## src/rtl/shift_arbiter_if.sv

```systemverilog
// ---------------------------------------------------------------------------
// shift_arbiter_if
//   Bundles the two requester handshakes, the shared response bus, the
//   external shifter hookup and the status outputs of shift_arbiter.
//
//   Signals (direction as seen by the arbiter, i.e. the slave modport):
//     req<r>_valid/_data/_amount/_dir/_type  in   request r, r in {0,1}
//     req<r>_ready                           out  request r accepted
//     resp<r>_valid                          out  result for r available
//     resp<r>_ready                          in   requester r consumes result
//     resp_data                              out  shared result bus
//     sh_data_in/_shift_amount/
//       _shift_direction/_shift_type         out  to combinational shifter
//     sh_data_out                            in   shifter result
//     busy                                   out  FSM not in IDLE
//     grant_id                               out  owner of current operation
//
//   Modports: slave = the arbiter, master = requesters plus shifter.
// ---------------------------------------------------------------------------
interface shift_arbiter_if #(
    parameter int DATA_W  = 32,
    parameter int SHAMT_W = 5
);
    logic               req0_valid;
    logic               req0_ready;
    logic [DATA_W-1:0]  req0_data;
    logic [SHAMT_W-1:0] req0_amount;
    logic               req0_dir;
    logic               req0_type;

    logic               req1_valid;
    logic               req1_ready;
    logic [DATA_W-1:0]  req1_data;
    logic [SHAMT_W-1:0] req1_amount;
    logic               req1_dir;
    logic               req1_type;

    logic               resp0_valid;
    logic               resp0_ready;
    logic               resp1_valid;
    logic               resp1_ready;
    logic [DATA_W-1:0]  resp_data;

    logic [DATA_W-1:0]  sh_data_in;
    logic [SHAMT_W-1:0] sh_shift_amount;
    logic               sh_shift_direction;
    logic               sh_shift_type;
    logic [DATA_W-1:0]  sh_data_out;

    logic               busy;
    logic               grant_id;

    modport slave (
        input  req0_valid, req0_data, req0_amount, req0_dir, req0_type,
        input  req1_valid, req1_data, req1_amount, req1_dir, req1_type,
        input  resp0_ready, resp1_ready, sh_data_out,
        output req0_ready, req1_ready, resp0_valid, resp1_valid, resp_data,
        output sh_data_in, sh_shift_amount, sh_shift_direction, sh_shift_type,
        output busy, grant_id
    );

    modport master (
        output req0_valid, req0_data, req0_amount, req0_dir, req0_type,
        output req1_valid, req1_data, req1_amount, req1_dir, req1_type,
        output resp0_ready, resp1_ready, sh_data_out,
        input  req0_ready, req1_ready, resp0_valid, resp1_valid, resp_data,
        input  sh_data_in, sh_shift_amount, sh_shift_direction, sh_shift_type,
        input  busy, grant_id
    );
endinterface

```

## src/rtl/shift_arbiter.sv

```systemverilog
// ---------------------------------------------------------------------------
// shift_arbiter
//   Two-requester round-robin front end for an external combinational
//   shifter. One operation at a time: IDLE (arbitrate, accept) -> EXEC
//   (shifter sees latched operands, result captured) -> RESP (hold result
//   until the owner consumes it).
//
//   Ports:
//     clk    in  single clock, rising edge
//     rst_n  in  synchronous, active-low reset
//     bus    shift_arbiter_if.slave -- requests, responses, shifter, status
// ---------------------------------------------------------------------------
module shift_arbiter #(
    parameter int DATA_W  = 32,
    parameter int SHAMT_W = 5
) (
    input  logic           clk,
    input  logic           rst_n,
    shift_arbiter_if.slave bus
);
    localparam logic [1:0] ST_IDLE = 2'd0;
    localparam logic [1:0] ST_EXEC = 2'd1;
    localparam logic [1:0] ST_RESP = 2'd2;

    logic [1:0]         state;
    logic [DATA_W-1:0]  op_data;
    logic [SHAMT_W-1:0] op_amount;
    logic               op_dir;
    logic               op_type;
    logic [DATA_W-1:0]  result_q;
    logic               grant_q;
    // Id of the requester served most recently; the other one wins a tie.
    logic               last_grant;

    logic               winner;
    logic               in_idle;
    logic               in_resp;
    logic               accept;
    logic               resp_fire;
    logic [DATA_W-1:0]  sel_data;
    logic [SHAMT_W-1:0] sel_amount;
    logic               sel_dir;
    logic               sel_type;

    // Arbitration and operand select.
    always_comb begin
        // NOTE: every output of this block is given a default first, so no
        // path leaves a signal unassigned and no latch is inferred.
        winner     = 1'b0;
        sel_data   = bus.req0_data;
        sel_amount = bus.req0_amount;
        sel_dir    = bus.req0_dir;
        sel_type   = bus.req0_type;

        if (bus.req0_valid && bus.req1_valid) begin
            winner = ~last_grant;
        end else if (bus.req1_valid) begin
            winner = 1'b1;
        end

        if (winner) begin
            sel_data   = bus.req1_data;
            sel_amount = bus.req1_amount;
            sel_dir    = bus.req1_dir;
            sel_type   = bus.req1_type;
        end
    end

    // NOTE: status and handshake outputs are qualified with rst_n so they
    // read 0 while reset is held, even before the synchronous reset has
    // taken effect on the state register.
    assign in_idle   = rst_n && (state == ST_IDLE);
    assign in_resp   = rst_n && (state == ST_RESP);
    assign accept    = in_idle && (bus.req0_valid || bus.req1_valid);
    assign resp_fire = in_resp && (grant_q ? bus.resp1_ready : bus.resp0_ready);

    assign bus.req0_ready  = in_idle && bus.req0_valid && !winner;
    assign bus.req1_ready  = in_idle && bus.req1_valid && winner;
    assign bus.resp0_valid = in_resp && !grant_q;
    assign bus.resp1_valid = in_resp && grant_q;
    assign bus.resp_data   = result_q;
    assign bus.busy        = rst_n && (state != ST_IDLE);
    assign bus.grant_id    = grant_q;

    // Shifter is fed only from the operand registers, never from the live
    // request inputs, so its inputs cannot move during EXEC.
    assign bus.sh_data_in         = rst_n ? op_data   : '0;
    assign bus.sh_shift_amount    = rst_n ? op_amount : '0;
    assign bus.sh_shift_direction = rst_n && op_dir;
    assign bus.sh_shift_type      = rst_n && op_type;

    always_ff @(posedge clk) begin
        // NOTE: sequential state uses non-blocking assignments only, so all
        // registers update together from values sampled at the same edge.
        if (!rst_n) begin
            state      <= ST_IDLE;
            op_data    <= '0;
            op_amount  <= '0;
            op_dir     <= 1'b0;
            op_type    <= 1'b0;
            result_q   <= '0;
            grant_q    <= 1'b0;
            last_grant <= 1'b1;
        end else begin
            case (state)
                ST_IDLE: begin
                    if (accept) begin
                        op_data   <= sel_data;
                        op_amount <= sel_amount;
                        op_dir    <= sel_dir;
                        op_type   <= sel_type;
                        grant_q   <= winner;
                        state     <= ST_EXEC;
                    end
                end
                ST_EXEC: begin
                    result_q <= bus.sh_data_out;
                    state    <= ST_RESP;
                end
                ST_RESP: begin
                    if (resp_fire) begin
                        last_grant <= grant_q;
                        state      <= ST_IDLE;
                    end
                end
                default: begin
                    state <= ST_IDLE;
                end
            endcase
        end
    end
endmodule

```

## src/flat_wrapper.sv

```systemverilog
// flat-port wrapper written by rule: the top's interface ports become plain ports
module shift_arbiter_flat 
#(
    parameter int DATA_W  = 32,
    parameter int SHAMT_W = 5
)
  (clk, rst_n, bus_req0_valid, bus_req0_data, bus_req0_amount, bus_req0_dir, bus_req0_type, bus_req1_valid, bus_req1_data, bus_req1_amount, bus_req1_dir, bus_req1_type, bus_resp0_ready, bus_resp1_ready, bus_sh_data_out, bus_req0_ready, bus_req1_ready, bus_resp0_valid, bus_resp1_valid, bus_resp_data, bus_sh_data_in, bus_sh_shift_amount, bus_sh_shift_direction, bus_sh_shift_type, bus_busy, bus_grant_id);
  shift_arbiter_if #(.DATA_W(DATA_W), .SHAMT_W(SHAMT_W)) bus_i ();
  input  logic clk;
  input  logic rst_n;
  input wire logic [$bits(bus_i.req0_valid)-1:0] bus_req0_valid;
  input wire logic [$bits(bus_i.req0_data)-1:0] bus_req0_data;
  input wire logic [$bits(bus_i.req0_amount)-1:0] bus_req0_amount;
  input wire logic [$bits(bus_i.req0_dir)-1:0] bus_req0_dir;
  input wire logic [$bits(bus_i.req0_type)-1:0] bus_req0_type;
  input wire logic [$bits(bus_i.req1_valid)-1:0] bus_req1_valid;
  input wire logic [$bits(bus_i.req1_data)-1:0] bus_req1_data;
  input wire logic [$bits(bus_i.req1_amount)-1:0] bus_req1_amount;
  input wire logic [$bits(bus_i.req1_dir)-1:0] bus_req1_dir;
  input wire logic [$bits(bus_i.req1_type)-1:0] bus_req1_type;
  input wire logic [$bits(bus_i.resp0_ready)-1:0] bus_resp0_ready;
  input wire logic [$bits(bus_i.resp1_ready)-1:0] bus_resp1_ready;
  input wire logic [$bits(bus_i.sh_data_out)-1:0] bus_sh_data_out;
  output wire logic [$bits(bus_i.req0_ready)-1:0] bus_req0_ready;
  output wire logic [$bits(bus_i.req1_ready)-1:0] bus_req1_ready;
  output wire logic [$bits(bus_i.resp0_valid)-1:0] bus_resp0_valid;
  output wire logic [$bits(bus_i.resp1_valid)-1:0] bus_resp1_valid;
  output wire logic [$bits(bus_i.resp_data)-1:0] bus_resp_data;
  output wire logic [$bits(bus_i.sh_data_in)-1:0] bus_sh_data_in;
  output wire logic [$bits(bus_i.sh_shift_amount)-1:0] bus_sh_shift_amount;
  output wire logic [$bits(bus_i.sh_shift_direction)-1:0] bus_sh_shift_direction;
  output wire logic [$bits(bus_i.sh_shift_type)-1:0] bus_sh_shift_type;
  output wire logic [$bits(bus_i.busy)-1:0] bus_busy;
  output wire logic [$bits(bus_i.grant_id)-1:0] bus_grant_id;
  assign bus_i.req0_valid = bus_req0_valid;
  assign bus_i.req0_data = bus_req0_data;
  assign bus_i.req0_amount = bus_req0_amount;
  assign bus_i.req0_dir = bus_req0_dir;
  assign bus_i.req0_type = bus_req0_type;
  assign bus_i.req1_valid = bus_req1_valid;
  assign bus_i.req1_data = bus_req1_data;
  assign bus_i.req1_amount = bus_req1_amount;
  assign bus_i.req1_dir = bus_req1_dir;
  assign bus_i.req1_type = bus_req1_type;
  assign bus_i.resp0_ready = bus_resp0_ready;
  assign bus_i.resp1_ready = bus_resp1_ready;
  assign bus_i.sh_data_out = bus_sh_data_out;
  assign bus_req0_ready = bus_i.req0_ready;
  assign bus_req1_ready = bus_i.req1_ready;
  assign bus_resp0_valid = bus_i.resp0_valid;
  assign bus_resp1_valid = bus_i.resp1_valid;
  assign bus_resp_data = bus_i.resp_data;
  assign bus_sh_data_in = bus_i.sh_data_in;
  assign bus_sh_shift_amount = bus_i.sh_shift_amount;
  assign bus_sh_shift_direction = bus_i.sh_shift_direction;
  assign bus_sh_shift_type = bus_i.sh_shift_type;
  assign bus_busy = bus_i.busy;
  assign bus_grant_id = bus_i.grant_id;
  shift_arbiter #(.DATA_W(DATA_W), .SHAMT_W(SHAMT_W)) u_core (.clk(clk), .rst_n(rst_n), .bus(bus_i));
endmodule
```

## config.mk

```make
export PLATFORM = sky130hd
export DESIGN_NAME = shift_arbiter_flat
export DESIGN_NICKNAME = d
export VERILOG_FILES = /design/src/rtl/shift_arbiter_if.sv /design/src/rtl/shift_arbiter.sv /design/src/flat_wrapper.sv
export SDC_FILE = /design/constraint.sdc
export NUM_CORES = 1
export LEC_CHECK = 0
export ABC_AREA = 0
export BUFFER_PORTS_ARGS = -buffer_cell sky130_fd_sc_hd__clkbuf_2
export CAP_MARGIN = 0
export CORE_MARGIN = 3
export CORE_UTILIZATION = 45
export CTS_CLUSTER_DIAMETER = 120
export DETAILED_ROUTE_END_ITERATION = 6
export PLACE_DENSITY = 0.92
export SLEW_MARGIN = 20
export SYNTH_ARGS = -nofsm -noshare
export SYNTH_HDL_FRONTEND = slang
export SYNTH_SLANG_ARGS = --single-unit
export TNS_END_PERCENT = 50
```

## constraint.sdc

```tcl
create_clock -name clk -period 2.3 [get_ports clk]
set_input_delay 0.345 -clock clk [delete_from_list [all_inputs] [get_ports clk]]
set_output_delay 0.345 -clock clk [all_outputs]
set_load 0.03 [all_outputs]
```

* After elaboration in Yosys (flattened, before gate mapping) *
Cells that the tools add are included.

cells by class
  magnitude comparators = 0
  shift-type cells = 0
  muxes and demuxes = 12
  div/mod/pow operators = 0
  add/sub/neg operators = 0
  reductions and logical operators = 22
  equal/unequal tests = 4
  bitwise operators = 1
  multipliers = 0

operator list
  kind                                                    count
  2-to-1 mux 32 bit                                       2
  logical AND 1 bit                                       14
  2-to-1 mux 5 bit                                        2
  one-hot mux 2 bit (3 select lines)                      1
  AND reduction 2 bit                                     3
  2-to-1 mux 1 bit                                        5
  2-to-1 mux 2 bit                                        2
  inequality test 2 x 1 -> 1 bit (second input constant)  2
  == test 2 x 1 -> 1 bit (second input constant)          1
  == test 2 bit (second input constant)                   1
  logical NOT 1 bit                                       2
  logical NOT 2 bit                                       1
  nonzero test 2 bit                                      1
  logical OR 1 bit                                        1
  inverter 1 bit                                          1

word-level totals
  output and inout bits = 77
  flip-flop bits (word level) = 75
  bits in writable memories = 0
  memory bits (read-only) = 0
  latch bits = 0
  word-level logic and storage cells = 47
  memories = 0

* Logic depth before layout (Yosys ltp) *
Gate-level depths: netlist (run 1).

  word-level depth = 5
  gate-level depth with buffers = 5
  depth with buffers taken out = 3

* Least setup slack after synthesis (run 1) *
OpenSTA, ideal clock, no wires.

  path kind = reg-to-output
  start point = reg u_core.state[1]
  end point = out bus_req1_ready
  arrival time = 1474 ps
  slack = 481 ps
  data required time = 1955 ps
  cell stages (with the launch flop) = 5
  path through = dfxtp_1 or3b_1 buf_6 buf_6 nor2_1

between the ends
  cells in the longest elaborated chain, start to end = 4

RTL lines
  element                         line                  RTL
  start, declared                 shift_arbiter.sv:25   logic [1:0] state;
  start signal, assigned          shift_arbiter.sv:96   state <= ST_IDLE;
  start signal, assigned          shift_arbiter.sv:113  state <= ST_EXEC;
  start signal, assigned          shift_arbiter.sv:118  state <= ST_RESP;
  logical NOT 2 bit               shift_arbiter.sv:72   assign in_idle = rst_n && (state == ST_IDLE);
  logical AND 1 bit               shift_arbiter.sv:72
  logical AND 1 bit (2 in a row)  shift_arbiter.sv:78   assign bus.req1_ready = in_idle && bus.req1_valid && winner;
  end, declared                   flat_wrapper.sv:25    output wire logic [$bits(bus_i.req1_ready)-1:0] bus_req1_ready;

No other way between the ends.

* Worst setup path in the final report (run 1) *
  start point = reg u_core.state[1]
  end point = out bus_resp0_valid

between the ends
  cells in the longest elaborated chain, start to end = 3

RTL lines
  element            line                 RTL
  == test 2 bit      shift_arbiter.sv:73  assign in_resp = rst_n && (state == ST_RESP);
  logical AND 1 bit  shift_arbiter.sv:73
  logical AND 1 bit  shift_arbiter.sv:79  assign bus.resp0_valid = in_resp && !grant_q;
  end, declared      flat_wrapper.sv:26   output wire logic [$bits(bus_i.resp0_valid)-1:0] bus_resp0_valid;

No other way between the ends.

==> flow_summary.ini, run 1 <==
[cells_and_area]
drive_above_1_share_pct = 37.7
design_area_um2 = 4690
syn_to_final_growth_pct = 36.2
n_antenna_cell = 0
layout.nets = 721

[sta]
period_share_pct = 86.4
final.min_clock_period_ns = 1.99
maxSlewHeadroom_pct = 48.7
worst-slew-pin-transition_ns = 0.769
hold_violations = 0
fmaxAchievable_mhz = 503
rsz0062_at_grt = false
tns_ns = 0
maxSlewViolCount = 0
finalSetupViolations = 0
finalClockSkew_ns = 0.00766

[global_route]
overflow = 0
grt.total_usage_pct = 22.2
grt_pass1_wl_mm = 15.6
grt_max_degree = 46
grt_pass1_vias = 3461
antenna_found_initial = 0

[placement]
hpwl_mm = 7.23
placed_area_um2 = 4440
portBuffers = 192
gp_congestion = 0.815

[clock_network]
path_clk_slew_ns = 0.08
cts_num_sinks = 75
cts_buffer_depth = 2
root_buffer = clkbuf_8
cts_hold_buf = 0
cts_tree = built
post-cts-setup-buffers = 0
htree_levels = 3
clk_latency_ns = 0.34
cts_resized = 0
cts_buffers = 9

[synthesis]
yosysMostFrequentCell = dfxtp_1
ys_top_cells_by_area = dfxtp_1 44%, a211oi_1 8.3%, a21boi_0 7.2%
yosys.area.top_type = dfxtp_1
synth-async-reset-ratio_pct = 0
mappedNetlistArea_um2 = 3450
ys_ff_latch = 75
yosys_warnings = 0
synth-edff-count = 0
yosysTopAreaCellShare_pct = 43.6
ys_top_cells_by_count = 75 x dfxtp_1, 66 x nand2_1, 40 x a21oi_1, 39 x and2_1, 39 x inv_1
synth_cell_type_count = 28
ys.flop_type = dfxtp_1
syn_inst = 428
synth_fp_nets = 544
syn-mean-instance-area_um2 = 8.05
yosysSeqAreaShare_pct = 43.6

[routing]
firstDrtPassIters = 4
drt.antenna.violating_nets = 0
routedWlPerCell_um = 14.1
via_per_inst = 5.10
wirelength_mm = 10.0
vias = 3613
drt_iter0_markers = 161
drc = 0

[pwr]
p_per_area_nw_per_um2 = 771
vdd_drop_max_uv = 413
p_leak_uw = 0.00229

[worst_setup_path]
critical_path.startpoint_type = flop
cp.required_ns = 1.96
cp_max_fo = 8
endpoint_kind = output pin
path_class = reg -> out
crit_arrival_ns = 1.64

[die]
die_y_um = 93.5
num_rows = 31
die_w_um = 93.5
io_pins = 193
start_util_pct = 47.0
core_um2 = 7330
die-area_um2 = 8750

[run_status]
status = finished clean

[hold_path]
hold_class = in -> reg

[run]
cap_violations = 0
stage by stage:
step	hold slack, ns	worst slack [ns]	power (uW)	cells	utilization (%)
floorplan	0.479	0.481	2110	428	-
global placement	0.449	0.678	2370	693	60.6
finish	0.217	0.312	3620	709	64.0
global route	0.196	0.162	3800	709	64.0
CTS	0.198	0.296	3650	709	64.0
detailed placement	0.456	0.603	2400	693	60.6
placed cells by master, fill, tap and decap left out, types with 2 or more instances in the layout:
cell / instances
nand2_1: 66
nor2_1: 3
nand2b_1: 2
a21oi_1: 40
nor2b_1: 3
dfxtp_1: 75
clkinvlp_4: 3
and2_1: 39
and3_1: 2
inv_1: 39
nor3_2: 9
a21boi_0: 33
clkbuf_8: 10
a211oi_1: 38
clkbuf_2: 192
nor3_1: 30
buf_4: 10
bufinv_16: 3
registers in the layout (all words and copies together) (netlist names):
signal and count:
u_core.bus.resp_data 32, u_core.op_data 32, u_core.last_grant 1, u_core.op_dir 1, u_core.op_type 1, u_core.state 2
u_core.bus.grant_id 1, u_core.op_amount 5
where the power goes:
group,internal (uW),total [uW],switching (uW)
Combinational,305,875,570
Sequential,1450,1500,52.8
Clock,750,1240,489
Total,2510,3620,1110
critical path, stage by stage (launching register included):
cell,delay [ns]
dfxtp_1,0.53
nor2b_1,0.36
nand2_1,0.09
nor2_1,0.11
clkbuf_2,0.21
kinds of logic after synthesis:
family,Yosys count,synth area share (%)
buffers and inverters,75,9.26
AND/OR/NAND/NOR,162,24.8
multiplexers,1,0.290
flip-flops,75,43.6
AO/OA/AOI/OAI,115,22.1
cell type report:
class | instances | area (um2)
clock buffer | 10 | 138
clock inverter | 6 | 113
fill | 615 | 2640
inverter | 39 | 146
multi-input combinational | 278 | 1640
sequential | 75 | 1500
tap | 99 | 124
timing repair buffer | 202 | 1040
final timing paths:
kind                       startpoint                  endpoint  slack [ns]  cells after the start
min reg2reg  u_core.bus.resp_data[11]  u_core.bus.resp_data[11]        0.46                      2
min                 bus_req0_data[10]        u_core.op_data[10]        0.22                      3
max reg2reg           u_core.state[1]       u_core.op_amount[2]        0.65                      4
max                   u_core.state[1]           bus_resp0_valid        0.31                      4
metal layers:
metal,track usage (%),vias up,wire (um)
li1,-,1782,-
met1,26.5,1622,4060
met2,38.4,195,4880
met3,5.87,14,937
met4,7.57,0,142
met5,0,-,0
(Power assumes the default switching activity.)
==> run 2: changes to the inputs <==
--- a/config.mk
+++ b/config.mk
@@ -6,8 +6,8 @@
 export NUM_CORES = 1
 export LEC_CHECK = 0
-export ABC_AREA = 0
+export ABC_AREA = 1
 export BUFFER_PORTS_ARGS = -buffer_cell sky130_fd_sc_hd__clkbuf_2
 export CAP_MARGIN = 0
-export CORE_MARGIN = 3
+export CORE_MARGIN = 2
 export CORE_UTILIZATION = 45
 export CTS_CLUSTER_DIAMETER = 120
==> constraint.sdc (replaced) <==
create_clock -name clk -period 2.3 [get_ports clk]
set_input_delay 0.115 -clock clk [delete_from_list [all_inputs] [get_ports clk]]
set_output_delay 0.115 -clock clk [all_outputs]
set_load 0.03 [all_outputs]
==> run 2 against run 1 <==
  * Total power is 0.46% lower
  * Final cell count up 18%
  * Fmax up 16%
  * Critical endpoint is now bus_req0_ready
  * Highest routed layer unchanged
  * Clock power hardly changed
  * Non-clock buffer count is 2 lower
  * Critical path depth increased by 1
  * Sequential power about the same
==> flow_summary.ini, run 2 <==
[synthesis]
ys_top_cells_by_area = dfxtp_1 43%, nand2_1 26%, nor2_1 7.2%
synth_cell_type_count = 19
yosys.area.top_type = dfxtp_1
yosysMostFrequentCell = nand2_1
syn-mean-instance-area_um2 = 6.28
yosysSeqAreaShare_pct = 43.2
yosysTopAreaCellShare_pct = 43.2
ys.flop_type = dfxtp_1
syn_inst = 553
ys_ff_latch = 75
synth_fp_nets = 669
synth-async-reset-ratio_pct = 0
synth-edff-count = 0
yosys_warnings = 0
mappedNetlistArea_um2 = 3470
ys_top_cells_by_count = 245 x nand2_1, 75 x dfxtp_1, 67 x nor2_1, 42 x nand3_1, 29 x o21ai_0

[clock_network]
cts_buffer_depth = 2
htree_levels = 3
root_buffer = clkbuf_8
clk_latency_ns = 0.33
post-cts-setup-buffers = 0
cts_buffers = 9
path_clk_slew_ns = 0.07
cts_tree = built
cts_num_sinks = 75
cts_resized = 0
cts_hold_buf = 0

[global_route]
grt_pass1_vias = 3444
grt_max_degree = 40
overflow = 0
antenna_found_initial = 0
grt_pass1_wl_mm = 14.8
grt.total_usage_pct = 21.4

[cells_and_area]
design_area_um2 = 4700
n_antenna_cell = 0
ff_latch_area_um2 = 1500
post-route-util_pct = 61.8
layout.nets = 846
final_cells = 836
layout_commonest_cell = nand2_1
syn_to_final_growth_pct = 35.3
drive_above_1_share_pct = 30.7
nFillCells = 741
multiInputGateArea_um2 = 1600
most-common-layout-cells = 245 x nand2_1, 192 x clkbuf_2, 75 x dfxtp_1, 67 x nor2_1, 42 x nand3_1

[placement]
dp_cells = 821
placed_area_um2 = 4450
portBuffers = 192
gp_congestion = 0.772
hpwl_mm = 6.68

[pwr]
vdd_drop_max_uv = 385
p_per_area_nw_per_um2 = 766
power_uw = 3600
internal_power_uw = 2500
p_sw_uw = 1100
p_sw_share_pct = 30.5
seq_power_share_pct = 41.6
p_comb_share_pct = 24.2
p_leak_uw = 0.00274
clock_power_share_pct = 34.3

[die]
die-area_um2 = 8440
core_um2 = 7610
die_y_um = 91.9
io_pins = 193
num_rows = 32
start_util_pct = 45.7
die_w_um = 91.9

[sta]
final.min_clock_period_ns = 1.71
tns_ns = 0
period_share_pct = 74.4
finalClockSkew_ns = 0.0145
maxSlewViolCount = 0
fmaxAchievable_mhz = 585
finalSetupViolations = 0
maxSlewHeadroom_pct = 62.6
hold_violations = 0
worst-slew-pin-transition_ns = 0.559
rsz0062_at_grt = false

[routing]
wirelength_mm = 8.87
vias = 3831
drt.antenna.violating_nets = 0
routedWlPerCell_um = 10.6
drc = 0
via_per_inst = 4.58
firstDrtPassIters = 6
drt_iter0_markers = 115

[worst_setup_path]
endpoint_kind = output pin
crit_arrival_ns = 1.60
cp_max_fo = 16
critical_path.startpoint_type = flop
path_class = reg -> out
cp.required_ns = 2.18

[hold_path]
hold_class = in -> reg

[run]
cap_violations = 0

[run_status]
status = finished clean
run 2: stage by stage:
stage / hold WS, ns / worst slack (ns)
2_1_floorplan: 0.225 / 0.814
3_3_place_gp: 0.355 / 0.883
3_5_place_dp: 0.350 / 0.808
4_1_cts: 0.00760 / 0.557
5_1_grt: 0.0271 / 0.430
6_report: 0.0268 / 0.589
run 2: cell families after synthesis:
| group | synth area share (%) |
|---|---|
| buf+inv | 10.7 |
| simple gates | 41.3 |
| compound gates | 4.79 |
| flops | 43.2 |
run 2: cell type report:
class | count | area share (%)
Inverter | 50 | 3.99
Tap cell | 102 | 2.72
Clock inverter | 4 | 2.08
Sequential cell | 75 | 31.9
Clock buffer | 11 | 3.22
Timing Repair Buffer | 200 | 22.0
Multi-Input combinational cell | 394 | 34.1
run 2: worst paths after layout:
| check | from | end | slack (ns) | cells after the start |
|---|---|---|---|---|
| worst max-delay path | u_core.last_grant | bus_req0_ready | 0.59 | 5 |
| worst min-delay path | bus_resp1_ready | u_core.last_grant | 0.03 | 3 |
| worst min register to register | u_core.bus.resp_data[11] | u_core.bus.resp_data[11] | 0.48 | 2 |
| worst max register to register | u_core.state[1] | u_core.op_dir | 0.88 | 6 |
run 2: per-layer routing:
| metal | vias to the layer above | GRT usage [%] | wire (um) |
|---|---|---|---|
| met5 | - | 0 | 0 |
| met4 | 0 | 6.84 | 133 |
| met3 | 11 | 6.08 | 707 |
| met2 | 156 | 38.0 | 4110 |
| met1 | 1641 | 24.7 | 3920 |
| li1 | 2023 | - | - |
run 2: power groups by stage:
stage | registers [uW] | logic [uW] | clock network, uW
after floorplan | 1640 | 486 | 0
after global placement | 1520 | 865 | 0
after detailed placement | 1530 | 874 | 0
after CTS | 1500 | 878 | 1250
after global routing | 1510 | 972 | 1300
final | 1500 | 870 | 1230
run 2: worst max-delay path, cell delays in order (launching register included):
cell	delay (ns)
dfxtp_1	0.33
nand2_1	0.06
nand2_1	0.42
inv_1	0.08
nor3_1	0.14
clkbuf_2	0.24
